--- config.mk ---
export PLATFORM = sky130hd
export DESIGN_NAME = flash_alert_ctrl
export DESIGN_NICKNAME = d
export VERILOG_FILES = /design/src/rtl/flasher_pkg.sv /design/src/rtl/flash_cond_cmp.sv /design/src/rtl/flash_alert_ctrl.sv
export SDC_FILE = /design/constraint.sdc
export NUM_CORES = 1
export LEC_CHECK = 0
export CORE_MARGIN = 4
export CORE_UTILIZATION = 63
export CTS_CLUSTER_SIZE = 10
export DETAILED_ROUTE_END_ITERATION = 6
export DONT_BUFFER_PORTS = 1
export PLACE_DENSITY_LB_ADDON = 0.05
export RECOVER_POWER = 50
export SETUP_SLACK_MARGIN = 0.1
export SYNTH_ARGS = -nofsm -noshare
export SYNTH_HDL_FRONTEND = slang
export SYNTH_SLANG_ARGS = --single-unit
export TNS_END_PERCENT = 50
--- constraint.sdc ---
create_clock -name CLK -period 4.2 [get_ports CLK]
set_clock_uncertainty 0.05 [all_clocks]
set_input_delay 0.63 -clock CLK [delete_from_list [all_inputs] [get_ports CLK]]
set_output_delay 0.63 -clock CLK [all_outputs]
set_load 0.05 [all_outputs]
--- src/rtl/flasher_pkg.sv ---
`default_nettype none
// +-----------------------------------------------------------------------------+
// | flasher_pkg                                                                 |
// | Shared state encoding, compare-direction constants and rate helper for the  |
// | flash alert controller.                                                     |
// | Rev 1.0                                                                     |
// +-----------------------------------------------------------------------------+
package flasher_pkg;

    typedef enum logic [2:0] {
        IDLE   = 3'd0,
        FL_ON  = 3'd1,
        FL_OFF = 3'd2,
        HOLD   = 3'd3,
        ACKED  = 3'd4
    } state_t;

    localparam logic CMP_GE = 1'b1;
    localparam logic CMP_LE = 1'b0;

    // A zero rate would never end a phase, so it is promoted to one tick.
    function automatic int unsigned rate_eff(input int unsigned rate);
        return (rate == 0) ? 32'd1 : rate;
    endfunction

endpackage
`default_nettype wire

--- src/rtl/flash_cond_cmp.sv ---
`default_nettype none
// +-----------------------------------------------------------------------------+
// | flash_cond_cmp                                                              |
// | Selects the active mode's threshold/direction and compares the time value. |
// | Rev 1.0                                                                     |
// +-----------------------------------------------------------------------------+
module flash_cond_cmp
    import flasher_pkg::*;
#(
    parameter  int DIGIT_W = 8,
    parameter  int MODES   = 2,
    localparam int MODE_W  = (MODES > 1) ? $clog2(MODES) : 1
) (
    input  logic [MODE_W-1:0]        i_mode_sel,
    input  logic [DIGIT_W-1:0]       i_msb,
    input  logic [DIGIT_W-1:0]       i_lsb,
    input  logic [MODES*2*DIGIT_W-1:0] i_threshold,
    input  logic [MODES-1:0]         i_dir,
    input  logic                     i_stopped,
    output logic                     o_cond
);

    localparam int TV_W = 2 * DIGIT_W;

    logic [TV_W-1:0] w_tv;
    logic [TV_W-1:0] w_thr;
    logic [31:0]     w_mode_ext;
    logic            w_mode_ok;
    logic            w_dir;

    always_comb begin
        w_tv       = {i_msb, i_lsb};
        // Widened so the range test stays meaningful when MODES is a power of two.
        w_mode_ext = 32'(i_mode_sel);
        w_mode_ok  = (w_mode_ext < 32'(MODES));
        w_thr      = '0;
        w_dir      = CMP_LE;
        for (int k = 0; k < MODES; k++) begin
            if (w_mode_ext == 32'(k)) begin
                w_thr = i_threshold[k*TV_W +: TV_W];
                w_dir = i_dir[k];
            end
        end
        o_cond = w_mode_ok & ~i_stopped &
                 ((w_dir == CMP_GE) ? (w_tv >= w_thr) : (w_tv <= w_thr));
    end

endmodule
`default_nettype wire

--- src/rtl/flash_alert_ctrl.sv ---
`default_nettype none
// +-----------------------------------------------------------------------------+
// | flash_alert_ctrl                                                            |
// | Threshold-triggered blinking alert with programmable rate, flash limit and |
// | acknowledge. All outputs registered.                                        |
// | Rev 1.0                                                                     |
// +-----------------------------------------------------------------------------+
module flash_alert_ctrl
    import flasher_pkg::*;
#(
    parameter  int DIGIT_W = 8,
    parameter  int MODES   = 2,
    parameter  int RATE_W  = 3,
    parameter  int MAX_FL  = 5,
    parameter  int CNT_W   = 4,
    localparam int MODE_W  = (MODES > 1) ? $clog2(MODES) : 1
) (
    input  logic                       CLK,
    input  logic                       RST,
    input  logic                       TICK,
    input  logic [MODE_W-1:0]          ModeSel,
    input  logic [DIGIT_W-1:0]         MSB,
    input  logic [DIGIT_W-1:0]         LSB,
    input  logic [MODES*2*DIGIT_W-1:0] Threshold,
    input  logic [MODES-1:0]           Dir,
    input  logic [RATE_W-1:0]          Rate,
    input  logic                       Stopped,
    input  logic                       Ack,
    output logic                       FlashingLED,
    output logic                       Active,
    output logic [CNT_W-1:0]           FlashCount
);

    localparam int              c_rw1     = RATE_W + 1;
    localparam logic [CNT_W-1:0] c_cnt_max = '1;
    localparam logic [CNT_W-1:0] c_cnt_one = CNT_W'(1);
    localparam logic [31:0]     c_max_fl  = 32'(MAX_FL);
    localparam bit              c_limited = (MAX_FL != 0);

    state_t             r_state, w_state_nxt;
    logic [RATE_W-1:0]  r_tick_cnt, w_tick_cnt_nxt;
    logic [CNT_W-1:0]   r_flash_cnt, w_flash_cnt_nxt;
    logic               r_led, r_active;
    logic               w_cond;
    logic [RATE_W:0]    w_tick_inc;
    logic [RATE_W:0]    w_rate_eff;
    logic               w_phase_end;

    flash_cond_cmp #(
        .DIGIT_W (DIGIT_W),
        .MODES   (MODES)
    ) u_cond (
        .i_mode_sel  (ModeSel),
        .i_msb       (MSB),
        .i_lsb       (LSB),
        .i_threshold (Threshold),
        .i_dir       (Dir),
        .i_stopped   (Stopped),
        .o_cond      (w_cond)
    );

    always_comb begin
        w_state_nxt     = r_state;
        w_tick_cnt_nxt  = r_tick_cnt;
        w_flash_cnt_nxt = r_flash_cnt;
        w_tick_inc      = {1'b0, r_tick_cnt} + c_rw1'(1);
        w_rate_eff      = c_rw1'(rate_eff(32'(Rate)));
        // ">=" lets a counter already past a newly lowered rate end the phase at once.
        w_phase_end     = (w_tick_inc >= w_rate_eff);

        case (r_state)
            IDLE: begin
                if (w_cond) begin
                    w_state_nxt     = FL_ON;
                    w_tick_cnt_nxt  = '0;
                    w_flash_cnt_nxt = '0;
                end
            end
            FL_ON, FL_OFF: begin
                if (!w_cond) begin
                    w_state_nxt = IDLE;
                end else if (Ack) begin
                    w_state_nxt = ACKED;
                end else if (TICK) begin
                    if (!w_phase_end) begin
                        w_tick_cnt_nxt = w_tick_inc[RATE_W-1:0];
                    end else begin
                        w_tick_cnt_nxt = '0;
                        if (r_state == FL_ON) begin
                            w_state_nxt = FL_OFF;
                            if (r_flash_cnt != c_cnt_max) begin
                                w_flash_cnt_nxt = r_flash_cnt + c_cnt_one;
                            end
                        end else if (c_limited && (32'(r_flash_cnt) >= c_max_fl)) begin
                            w_state_nxt = HOLD;
                        end else begin
                            w_state_nxt = FL_ON;
                        end
                    end
                end
            end
            HOLD: begin
                if (!w_cond) begin
                    w_state_nxt = IDLE;
                end else if (Ack) begin
                    w_state_nxt = ACKED;
                end
            end
            ACKED: begin
                if (!w_cond) begin
                    w_state_nxt = IDLE;
                end
            end
            default: begin
                w_state_nxt = IDLE;
            end
        endcase
    end

    always_ff @(posedge CLK) begin
        if (RST) begin
            r_state     <= IDLE;
            r_tick_cnt  <= '0;
            r_flash_cnt <= '0;
            r_led       <= 1'b0;
            r_active    <= 1'b0;
        end else begin
            r_state     <= w_state_nxt;
            r_tick_cnt  <= w_tick_cnt_nxt;
            r_flash_cnt <= w_flash_cnt_nxt;
            r_led       <= (w_state_nxt == FL_ON) || (w_state_nxt == HOLD);
            r_active    <= (w_state_nxt == FL_ON) || (w_state_nxt == FL_OFF) ||
                           (w_state_nxt == HOLD);
        end
    end

    assign FlashingLED = r_led;
    assign Active      = r_active;
    assign FlashCount  = r_flash_cnt;

endmodule
`default_nettype wire

== Word level (Yosys, flattened, before mapping) ==
Cells that the tools add are included.

* Flip-flop bits (word level): 12
* Output and inout bits: 6
* Input bits: 59
* Word-level logic and storage cells: 66

* Order comparisons: 4
* Bitwise operators: 2
* Multiplexer cells: 29
* Equality and inequality tests: 15
* Add/subtract/negate cells: 2
* Reductions and logical operators: 9

{| class="wikitable"
|+ Operators with widths
! kind !! number
|-
| $mux W3 || 14
|-
| $mux W4 || 7
|-
| $ge A16 B16 Y1 || 1
|-
| $le A16 B16 Y1 || 1
|-
| $mux W16 || 1
|-
| $ne A2 B2 Y1 const B || 7
|-
| $eq A3 B2 Y1 const B || 4
|-
| $pmux W3 S4 || 1
|-
| $pmux W4 S2 || 1
|-
| $reduce_and A8 Y1 || 1
|-
| $eq A3 B1 Y1 const B || 2
|-
| $logic_not A3 Y1 || 2
|-
| $pmux W3 S2 || 1
|-
| $reduce_and A5 Y1 || 1
|-
| $add A3 B1 Y4 const B || 1
|-
| $add A4 B1 Y4 const B || 1
|-
| $ge A4 B3 Y1 || 1
|-
| $ge A4 B3 Y1 const B || 1
|-
| $mux W2 || 2
|-
| $ne A4 B4 Y1 const B || 1
|-
| $eq A3 B3 Y1 const B || 1
|-
| $logic_or A1 B1 Y1 || 3
|-
| $mux W1 || 2
|-
| $reduce_bool A2 Y1 || 1
|-
| 3 further kinds || 3
|}

== Logic depth before layout (Yosys ltp) ==
Gate-level depths: netlist of run 1.

* Depth after elaboration: 11
* Mapped depth: 11
* Gate-level depth less buffers: 9

== Hierarchy ==
From an unflattened synthesis of run 1, not the netlist that was laid out.

* Cell total of the unflattened synthesis: 157
* Area total of the unflattened synthesis: 1332.5 um^2

{| class="wikitable"
|+ By module, submodules not included
! module !! sequential area each (um^2) !! cells each !! instances !! area an instance (um^2)
|-
| flash_alert_ctrl || 240.2 || 94 || 1 || 773.2
|-
| flash_cond_cmp || 0.0 || 63 || 1 || 559.3
|}

== Least setup slack after synthesis of run 1 ==
No wires, ideal clock.

* Path kind: input to register
* Start point: input port ModeSel
* End point: register r_flash_cnt[2] (netlist: FlashCount[2])
* Path buffers: 2
* Arrival time: 3166 ps
* Setup slack: 914 ps
* Data required time: 4080 ps
* Setup time: 70 ps
* Stages on the path: 11
* Path through: buf_6 > clkbuf_1 > mux2i_1 > ha_1 > nor2b_2 > o211ai_2 > a2111oi_2 > or4b_4 > nand3_4 > or4_1 > a21oi_1

* Longest elaborated chain between the ends: 6
* Elaborated cells between the ends (all ways): 9
* Those cells by class: 2 x order compare; 2 x eq/ne; 3 x mux; 1 x bitwise; 1 x reduce/logical

{| class="wikitable"
|+ RTL lines
! element !! RTL line !! text
|-
| from (decl) || flash_alert_ctrl.sv:21 || <nowiki>input logic [MODE_W-1:0] ModeSel,</nowiki>
|-
| $mux W16 || flash_cond_cmp.sv:39 || <nowiki>if (w_mode_ext == 32'(k)) begin</nowiki>
|-
| $le A16 B16 Y1 / $ge A16 B16 Y1 (equally long branches) || flash_cond_cmp.sv:45 || <nowiki>((w_dir == CMP_GE) ? (w_tv >= w_thr) : (w_tv <= w_thr));</nowiki>
|-
| $mux W1 (*) || flash_cond_cmp.sv:45 ||
|-
| $and A1 B1 Y1 (*) || flash_cond_cmp.sv:44 || <nowiki>o_cond = w_mode_ok & ~i_stopped &</nowiki>
|-
| $ne A2 B2 Y1 (no line) || n/a ||
|-
| $reduce_and A8 Y1 (no line) (*) || n/a ||
|-
| to (signal assigned) || flash_alert_ctrl.sv:130 || <nowiki>r_flash_cnt <= w_flash_cnt_nxt;</nowiki>
|-
| to (decl) || flash_alert_ctrl.sv:42 || <nowiki>logic [CNT_W-1:0] r_flash_cnt, w_flash_cnt_nxt;</nowiki>
|}

Mark *: on every way between the ends. The rest lies on a longest branch, timed or not.
A chain may end at the register's enable or synchronous reset.

== Worst setup path in the final report of run 1 ==
* Start point: input port ModeSel
* End point: register r_flash_cnt[0] (netlist: FlashCount[0])

Same word-level chain as after synthesis.

==> metrics.yaml, run 1 <==
floorplanning:
  io_pins: 65
  rows: 16
  dieArea_sq_um: 2970
  fp.dieW_um: 54.5
  dieHeight_um: 54.5
  core-area_sq_um: 2000
  start_util: 0.680
worst_hold_path:
  holdCritPathClass: "in2reg"
final_layout:
  areaGrowthSynthToFinish_pct: 1.56
  num-nets-final: 240
  post-route-util: 0.691
  drive_gt1_frac: 0.0892
  final_common_cell: "ha_1"
  final_cell_mix: "23 x ha_1, 19 x mux2i_1, 13 x a21oi_1"
  antenna_cells: 0
  fillCellCount: 165
sta:
  maxSlewHeadroom: 0.561
  hold_viol_final: 0
  fin_crit_ns: 2.76
  tightestPinTransition_ns: 0.658
  tns_ns: 0
  setup_violations: 0
  period_share: 0.657
  clock.fmax_ghz: 0.363
  slew_violations: 0
  rsz0062_at_grt: "false"
grt:
  grt_overflow: 0
  grt_antenna_before_repair: 0
  grt_pass1_vias: 1193
  grt_pass1_wl_um: 4640
  grtUsageTotal: 0.215
  grt_max_degree: 18
logic_synthesis:
  synth_cells: 158
  synth_flop_cell: "dfxtp_1"
  synth_area_sq_um: 1360
  synth_nets: 240
  synth-seq-cells: 12
  ys_async_sr_fraction: 0
  seq_area_frac_synth: 0.176
  postSynthAreaPerCell_sq_um: 8.62
  synth_edf_count: 0
  ys_warn_count: 0
  synth_cell_types: 39
critical_path:
  cp_num_buf_inv: 0
  crit_path_end_kind: "flip-flop"
  cpMaxStageDelayCell: "or4_1"
  slowest_delay_ns: 0.56
  path_class: "in2reg"
  arrival_ns: 2.93
  crit_fanout: 17
  cp_top_family: "simple AND/OR/NAND/NOR gates"
  required_ns: 4.37
  cp_cell_sequence: "mux2i_1 -> ha_1 -> nand4_1 -> nor4_1 -> nor2_1 -> or4b_1 -> nand3_1 -> or4_1 -> a21oi_1"
  start_kind: "input port"
clock_network:
  cts_buffer_depth: 2
  cts_buffers: 3
  cts-root-buf: "clkbuf_4"
  h-tree-depth: 1
  cts_resized: 0
  tritoncts: "built"
  clkLatencyLatePin_ns: 0.28
  clk_pin_slew_ns: 0.09
  postCtsSetupBuffers: 0
  cts_hold_buffers: 0
  clock_sinks: 12
placement:
  port-buffer-count: 0
  dp_hpwl_um: 2470
  place.gp.congestion: 0.880
detailed_routing:
  wl_per_cell_um: 15.8
  vias: 1141
  first_pass_iters: 4
  ant_nets: 0
  vias_per_cell: 6.20
  drt_iter0_markers: 17
  post-route-drc-count: 0
  drt-total-wl_um: 2910
power_and_ir_drop:
  power.leakage_nw: 0.623
  p_clk_frac: 0.308
  ir_drop_uv: 158
  p_per_area_nw_per_um2: 222
  comb_power_share: 0.278
  p_sw_frac: 0.313
  p_sw_w: 0.0000961
  p_int_w: 0.000211
  seqPwrFrac: 0.414
run_status:
  status: "complete, no violations"
job:
  maxCapViolCount: 0
[cell type report]
cell class / instances / area, sq um / area share
clock buffers: 4 / 36.3 / 0.0262
inverters: 6 / 22.5 / 0.0163
multi-input cells: 135 / 1050 / 0.759
flip-flops and latches: 12 / 240 / 0.174
well taps: 27 / 33.8 / 0.0244
[through the flow]
step	cells	total power [W]	cell area [sq um]	setup slack (ns)	hold WS [ns]
after floorplan	158	0.000210	1360	0.914	0.417
after global placement	180	0.000215	1370	1.39	0.432
after detailed placement	180	0.000220	1370	1.33	0.450
after CTS	184	0.000313	1410	1.62	0.349
after global routing	184	0.000328	1380	1.27	0.341
final	184	0.000307	1380	1.44	0.352
[worst paths after layout]
kind	from	depth (start not counted)	slack [ns]	to
worst max-delay path	ModeSel	9	1.44	FlashCount[0]
worst min-delay path	RST	1	0.35	FlashCount[2]
worst max register to register	r_tick_cnt[0]	9	1.61	FlashCount[2]
worst min register to register	r_tick_cnt[1]	2	0.46	r_tick_cnt[1]
[logic make-up (layout without fill, tap and decap cells)]
kind of cell | count (synthesis) | count (layout) | share of synthesized area
AOI/OAI and AO/OA | 38 | 38 | 0.187
xor gates and xnor gates | 2 | 2 | 0.0129
adders and majority gates | 24 | 24 | 0.219
buffers and inverters | 11 | 10 | 0.0358
DFF | 12 | 12 | 0.176
muxes | 20 | 20 | 0.148
and+or+nand+nor | 51 | 51 | 0.222
[synth_stat cells, types with 2 or more instances]
cell	instances	area, sq um
o21ai_0	8	40.0
nand2_1	10	37.5
a31oi_1	2	12.5
mux2i_1	19	190
o21bai_1	2	15.0
inv_1	6	22.5
a21oi_1	13	65.1
clkbuf_1	4	15.0
nand2b_1	9	56.3
nand3_1	2	10.0
xor2_1	2	17.5
ha_1	23	288
dfxtp_1	12	240
nor2b_1	2	12.5
nor4_1	2	12.5
or2_2	3	18.8
or4_1	3	22.5
nand4_1	3	18.8
nor2_1	9	33.8
a221oi_1	3	26.3
a21o_1	3	22.5
[per-layer routing]
layer  up-vias  GRT usage  wire (um)
met5         -          0          0
met4         0     0.0788         34
met3         5     0.0518        243
met2        42      0.394       1440
met1       508      0.237       1200
li1        586          -          -
[power groups by stage]
| stage | clock, W | sequential [W] | combinational [W] |
|---|---|---|---|
| 2_1_floorplan | 0 | 0.000127 | 0.0000826 |
| 3_3_place_gp | 0 | 0.000130 | 0.0000857 |
| 3_5_place_dp | 0 | 0.000130 | 0.0000904 |
| 4_1_cts | 0.0000955 | 0.000127 | 0.0000906 |
| 5_1_grt | 0.000101 | 0.000128 | 0.0000992 |
| 6_report | 0.0000947 | 0.000127 | 0.0000853 |
[state kept, by name, indices dropped and copies added, names as in the netlist]
signal / cells
FlashCount: 4
r_state: 3
r_tick_cnt: 3
Active: 1
FlashingLED: 1
Power figures use the tool's default switching activity.
==> run 2: changes to the inputs <==
Settings changed: CORE_UTILIZATION 63 to 57.
Clock period 4.2 ns to 2.49 ns, I/O delays scaled along.
==> run 2 against run 1 <==
  * Sequential cell count unchanged
  * Cell count increased by 4.9%
  * Setup slack got worse by 1.2 ns
  * First-iteration DRC count unchanged
  * Highest routed layer unchanged
  * Utilization decreased by 1.9 points
==> metrics.yaml, run 2 (synthesis results as in run 1) <==
final_layout:
  antenna_cells: 0
  drive_gt1_frac: 0.164
  largest_reg_flops: 4
  multi_input_area_sq_um: 1120
  seqCellArea_sq_um: 240
  areaGrowthSynthToFinish_pct: 10.2
  num-nets-final: 249
  final_common_cell: "ha_1"
  fillCellCount: 196
  instances_no_fill: 193
  final_cell_mix: "23 x ha_1, 19 x mux2i_1, 12 x dfxtp_1, 12 x a21oi_1, 10 x nand2_1"
grt:
  grt_pass1_wl_um: 4690
  grt.busiest_layer: "met2"
  grtUsageTotal: 0.177
  grt_overflow: 0
  grt_max_degree: 18
  use_met2: 0.284
  grt_pass1_vias: 1117
  grt_antenna_before_repair: 0
  met1_usage: 0.229
  grtUsageMet3: 0.0621
clock_network:
  cts-root-buf: "clkbuf_4"
  clkLatencyLatePin_ns: 0.28
  cts_buffers: 3
  clock_sinks: 12
  clk_pin_slew_ns: 0.07
  h-tree-depth: 1
  cts_buffer_depth: 2
  tritoncts: "built"
sta:
  clock.fmax_ghz: 0.443
  fin_crit_ns: 2.26
  tns_ns: 0
  maxSlewHeadroom: 0.463
  setup_violations: 0
  period_share: 0.906
  tightestPinTransition_ns: 0.805
  slew_violations: 0
  rsz0062_at_grt: "false"
  hold_viol_final: 0
placement:
  dp_hpwl_um: 2370
  port-buffer-count: 0
  place_inst: 190
  place.gp.congestion: 0.833
detailed_routing:
  first_pass_iters: 4
  wl_per_cell_um: 14.9
  ant_nets: 0
  drt_iter0_markers: 17
  post-route-drc-count: 0
  vias_per_cell: 6.11
  vias: 1179
  drt-total-wl_um: 2870
critical_path:
  cp_cell_sequence: "ha_1 -> xor2_1 -> ha_1 -> inv_1 -> o21ai_2 -> nand2_1 -> a21o_1 -> or4_1 -> a21oi_2"
  crit_path_end_kind: "flip-flop"
  start_kind: "flip-flop"
  path_class: "reg2reg"
  cpMaxStageDelayCell: "or4_1"
  arrival_ns: 2.42
  slowest_delay_ns: 0.53
  path_common_cell: "ha_1"
  crit_fanout: 7
  required_ns: 2.66
power_and_ir_drop:
  power.leakage_nw: 0.670
  p_per_area_nw_per_um2: 336
  ir_drop_uv: 317
job:
  maxCapViolCount: 0
floorplanning:
  core-area_sq_um: 2230
  start_util: 0.610
  rows: 17
  dieHeight_um: 56.9
  dieArea_sq_um: 3230
  io_pins: 65
  fp.dieW_um: 56.9
run_status:
  status: "complete, no violations"
worst_hold_path:
  holdCritPathClass: "in2reg"
-- run 2: final timing paths --
path / cells past startpoint / slack [ns] / endpoint / from
hold / removal: 1 / 0.1 / FlashCount[0] / RST
setup / recovery: 9 / 0.23 / FlashCount[0] / r_tick_cnt[0]
hold reg to reg: 2 / 0.46 / r_tick_cnt[1] / r_tick_cnt[1]
setup reg to reg: 9 / 0.23 / FlashCount[0] / r_tick_cnt[0]
-- run 2: layout make-up --
type                       count  share of cell area
inverter                       6              0.0150
timing repair buffer           9              0.0400
sequential                    12               0.160
clock buffer                   3              0.0150
tap                           28              0.0234
multi-input combinational    135               0.746
-- run 2: metrics by stage --
step | total power (W) | instance area, sq um | setup WS [ns] | hold slack [ns] | util
detailed placement | 0.000390 | 1480 | -0.0121 | 0.398 | 0.662
CTS | 0.000511 | 1500 | 0.101 | 0.0940 | 0.672
global route | 0.000540 | 1500 | 0.0689 | 0.0835 | 0.672
finish | 0.000505 | 1500 | 0.233 | 0.0977 | 0.672
floorplan | 0.000368 | 1430 | -0.0904 | 0.400 | -
global placement | 0.000382 | 1480 | 0.0619 | 0.394 | 0.662
-- run 2: layer usage --
| layer | up-vias | routed length, um |
|---|---|---|
| li1 | 605 | - |
| met1 | 523 | 1260 |
| met2 | 46 | 1330 |
| met3 | 5 | 248 |
| met4 | 0 | 29 |
| met5 | - | 0 |
-- run 2: critical path: cells and delay by family, from the launching register on --
kind / cells / cell delay, ns
AO/OA/AOI/OAI: 3 / 0.53
XOR/XNOR: 1 / 0.16
adder cells (fa/ha/maj): 2 / 0.48
buffers and inverters: 1 / 0.04
flip-flops: 1 / 0.32
AND/OR/NAND/NOR: 2 / 0.62
-- run 2: power by group --
group	switching [W]	total (W)	internal [W]
Clock	0.0000623	0.000118	0.0000561
Combinational	0.0000881	0.000174	0.0000864
Sequential	0.0000146	0.000212	0.000197
Total	0.000165	0.000505	0.000340
-- run 2: repair_timing --
| item | CTS | global route |
|---|---|---|
| hold buffers | 0 | 0 |
| gates resized for setup | 0 | 3 |
| endpoints found under the setup margin | 0 | 4 |
| buffers inserted | 0 | 0 |
==> run 3: changes to the inputs <==
Settings changed: CORE_UTILIZATION 57 to 63.
Clock period 2.49 ns to 2.4 ns, I/O delays scaled along.
==> run 3 against run 2 <==
  * Sequential cell count is the same
  * Sequential share of layout area shrank 0.35 points
  * Via count grew 4.0%
  * Global-route usage grew 3.5 points
  * Sequential power grew 3%
  * Largest cell class unchanged
==> metrics.yaml, run 3 (synthesis results as in run 1) <==
critical_path:
  worstSetupPathDepth: 8
  r2r_cells: 8
  crit_fanout: 5
  reg2reg_from: "r_tick_cnt[0]"
  setup.worst_path.end: "FlashCount[0]"
  required_ns: 2.56
  reg2reg_to: "FlashCount[0]"
  cp_cell_sequence: "ha_1 -> ha_1 -> a21oi_2 -> o21ai_2 -> nand2_2 -> a21o_1 -> or4_1 -> a21oi_1"
  path_class: "reg2reg"
  cp_top_family: "adder cells"
  cp_num_buf_inv: 0
  arrival_ns: 2.40
  cpMaxStageDelayCell: "or4_1"
  crit_path_end_kind: "flip-flop"
  start_kind: "flip-flop"
  path_common_cell: "ha_1"
  rrSetupSlack_ns: 0.15
  startpoint: "r_tick_cnt[0]"
  slowest_delay_ns: 0.50
final_layout:
  final_area_sq_um: 1530
  largest_reg_flops: 4
  instances_no_fill: 196
  num-nets-final: 252
  antenna_cells: 0
  areaGrowthSynthToFinish_pct: 12.7
  final_common_cell: "ha_1"
  final_cell_mix: "23 x ha_1, 19 x mux2i_1, 12 x dfxtp_1"
  drive_gt1_frac: 0.183
  post-route-util: 0.766
sta:
  period_share: 0.936
  maxSlewHeadroom: 0.464
  clock.fmax_ghz: 0.445
  setup_violations: 0
  slew_violations: 0
  rsz0062_at_grt: "false"
  hold_ws_ns: 0.0802
  tightestPinTransition_ns: 0.805
  fin_crit_ns: 2.25
  hold_viol_final: 0
clock_network:
  clock_sinks: 12
  h-tree-depth: 1
  clkLatencyLatePin_ns: 0.28
  cts_buffer_depth: 2
  tritoncts: "built"
  clk_pin_slew_ns: 0.08
  cts-root-buf: "clkbuf_4"
  cts_buffers: 3
grt:
  grtUsageTotal: 0.212
  grt_pass1_vias: 1128
  grt_antenna_before_repair: 0
  grt_max_degree: 18
  grt_pass1_wl_um: 4640
  grt_overflow: 0
floorplanning:
  core-area_sq_um: 2000
  dieHeight_um: 54.5
  fp.dieW_um: 54.5
  start_util: 0.680
  io_pins: 65
  dieArea_sq_um: 2970
  rows: 16
worst_hold_path:
  hp-start: "RST"
  holdCritPathClass: "in2reg"
detailed_routing:
  drt_iter0_markers: 25
  ant_nets: 0
  vias: 1226
  post-route-drc-count: 0
  drt-total-wl_um: 3040
  first_pass_iters: 4
  wl_per_cell_um: 15.5
  vias_per_cell: 6.26
placement:
  port-buffer-count: 0
  dp_hpwl_um: 2550
  place_area_sq_um: 1490
  place.gp.congestion: 0.812
  place_inst: 191
power_and_ir_drop:
  finalPower_w: 0.000568
  ir_drop_uv: 273
  power.leakage_nw: 0.688
  p_per_area_nw_per_um2: 371
job:
  maxCapViolCount: 0
run_status:
  status: "complete, no violations"
[run 3: cell types whose count changed in the layout (fill, tap and decap cells not counted)]
cell	delta
buf_4	+2
a21oi_2	+1
a21oi_1	-1
clkbuf_1	+1
o21ai_1	+2
nand2_1	-1
or4b_1	+1
nand2_2	+1
clkbuf_8	+1
or4b_4	-1
o21ai_0	-2
[run 3: worst min path at each step]
stage	end	slack (ns)	cells after the start
final	FlashCount[2]	0.08	1
after global routing	FlashCount[2]	0.07	1
after CTS	FlashCount[2]	0.08	1
after detailed placement	FlashCount[0]	0.39	1
after global placement	FlashCount[0]	0.38	1
after floorplan	r_state[2]	0.39	1
[run 3: report_power, final]
group	total [W]	switching [W]	internal, W
combinational	0.000187	0.0000943	0.0000928
sequential	0.000219	0.0000149	0.000204
clock	0.000162	0.0000699	0.0000924
[run 3: layout make-up]
cell class	count	area, sq um
Inverter	6	22.5
Multi-Input combinational cell	135	1120
Sequential cell	12	240
Tap cell	27	33.8
Clock buffer	4	36.3
Fill cell	136	468
Timing Repair Buffer	12	78.8
[run 3: what timing repair did]
item	4_1_cts	5_1_grt
gates resized for setup	2	4
hold endpoints to repair	0	0
setup buffers	0	1
pin swaps	0	2
setup endpoints to repair	3	3
hold buffers	0	0
[run 3: per-stage QoR]
stage	setup TNS [ns]	setup slack, ns
6_report	0	0.154
5_1_grt	0	0.0548
2_1_floorplan	-1.36	-0.167
3_3_place_gp	-0.0760	-0.0192
3_5_place_dp	-0.384	-0.0691
4_1_cts	0	0.105
[run 3: metal layers]
metal | up-vias | track usage | part of all wire
met4 | 0 | 0.0373 | 0.0066
met3 | 5 | 0.0627 | 0.068
li1 | 613 | - | -
met1 | 568 | 0.260 | 0.43
met5 | - | 0 | 0
met2 | 40 | 0.369 | 0.50
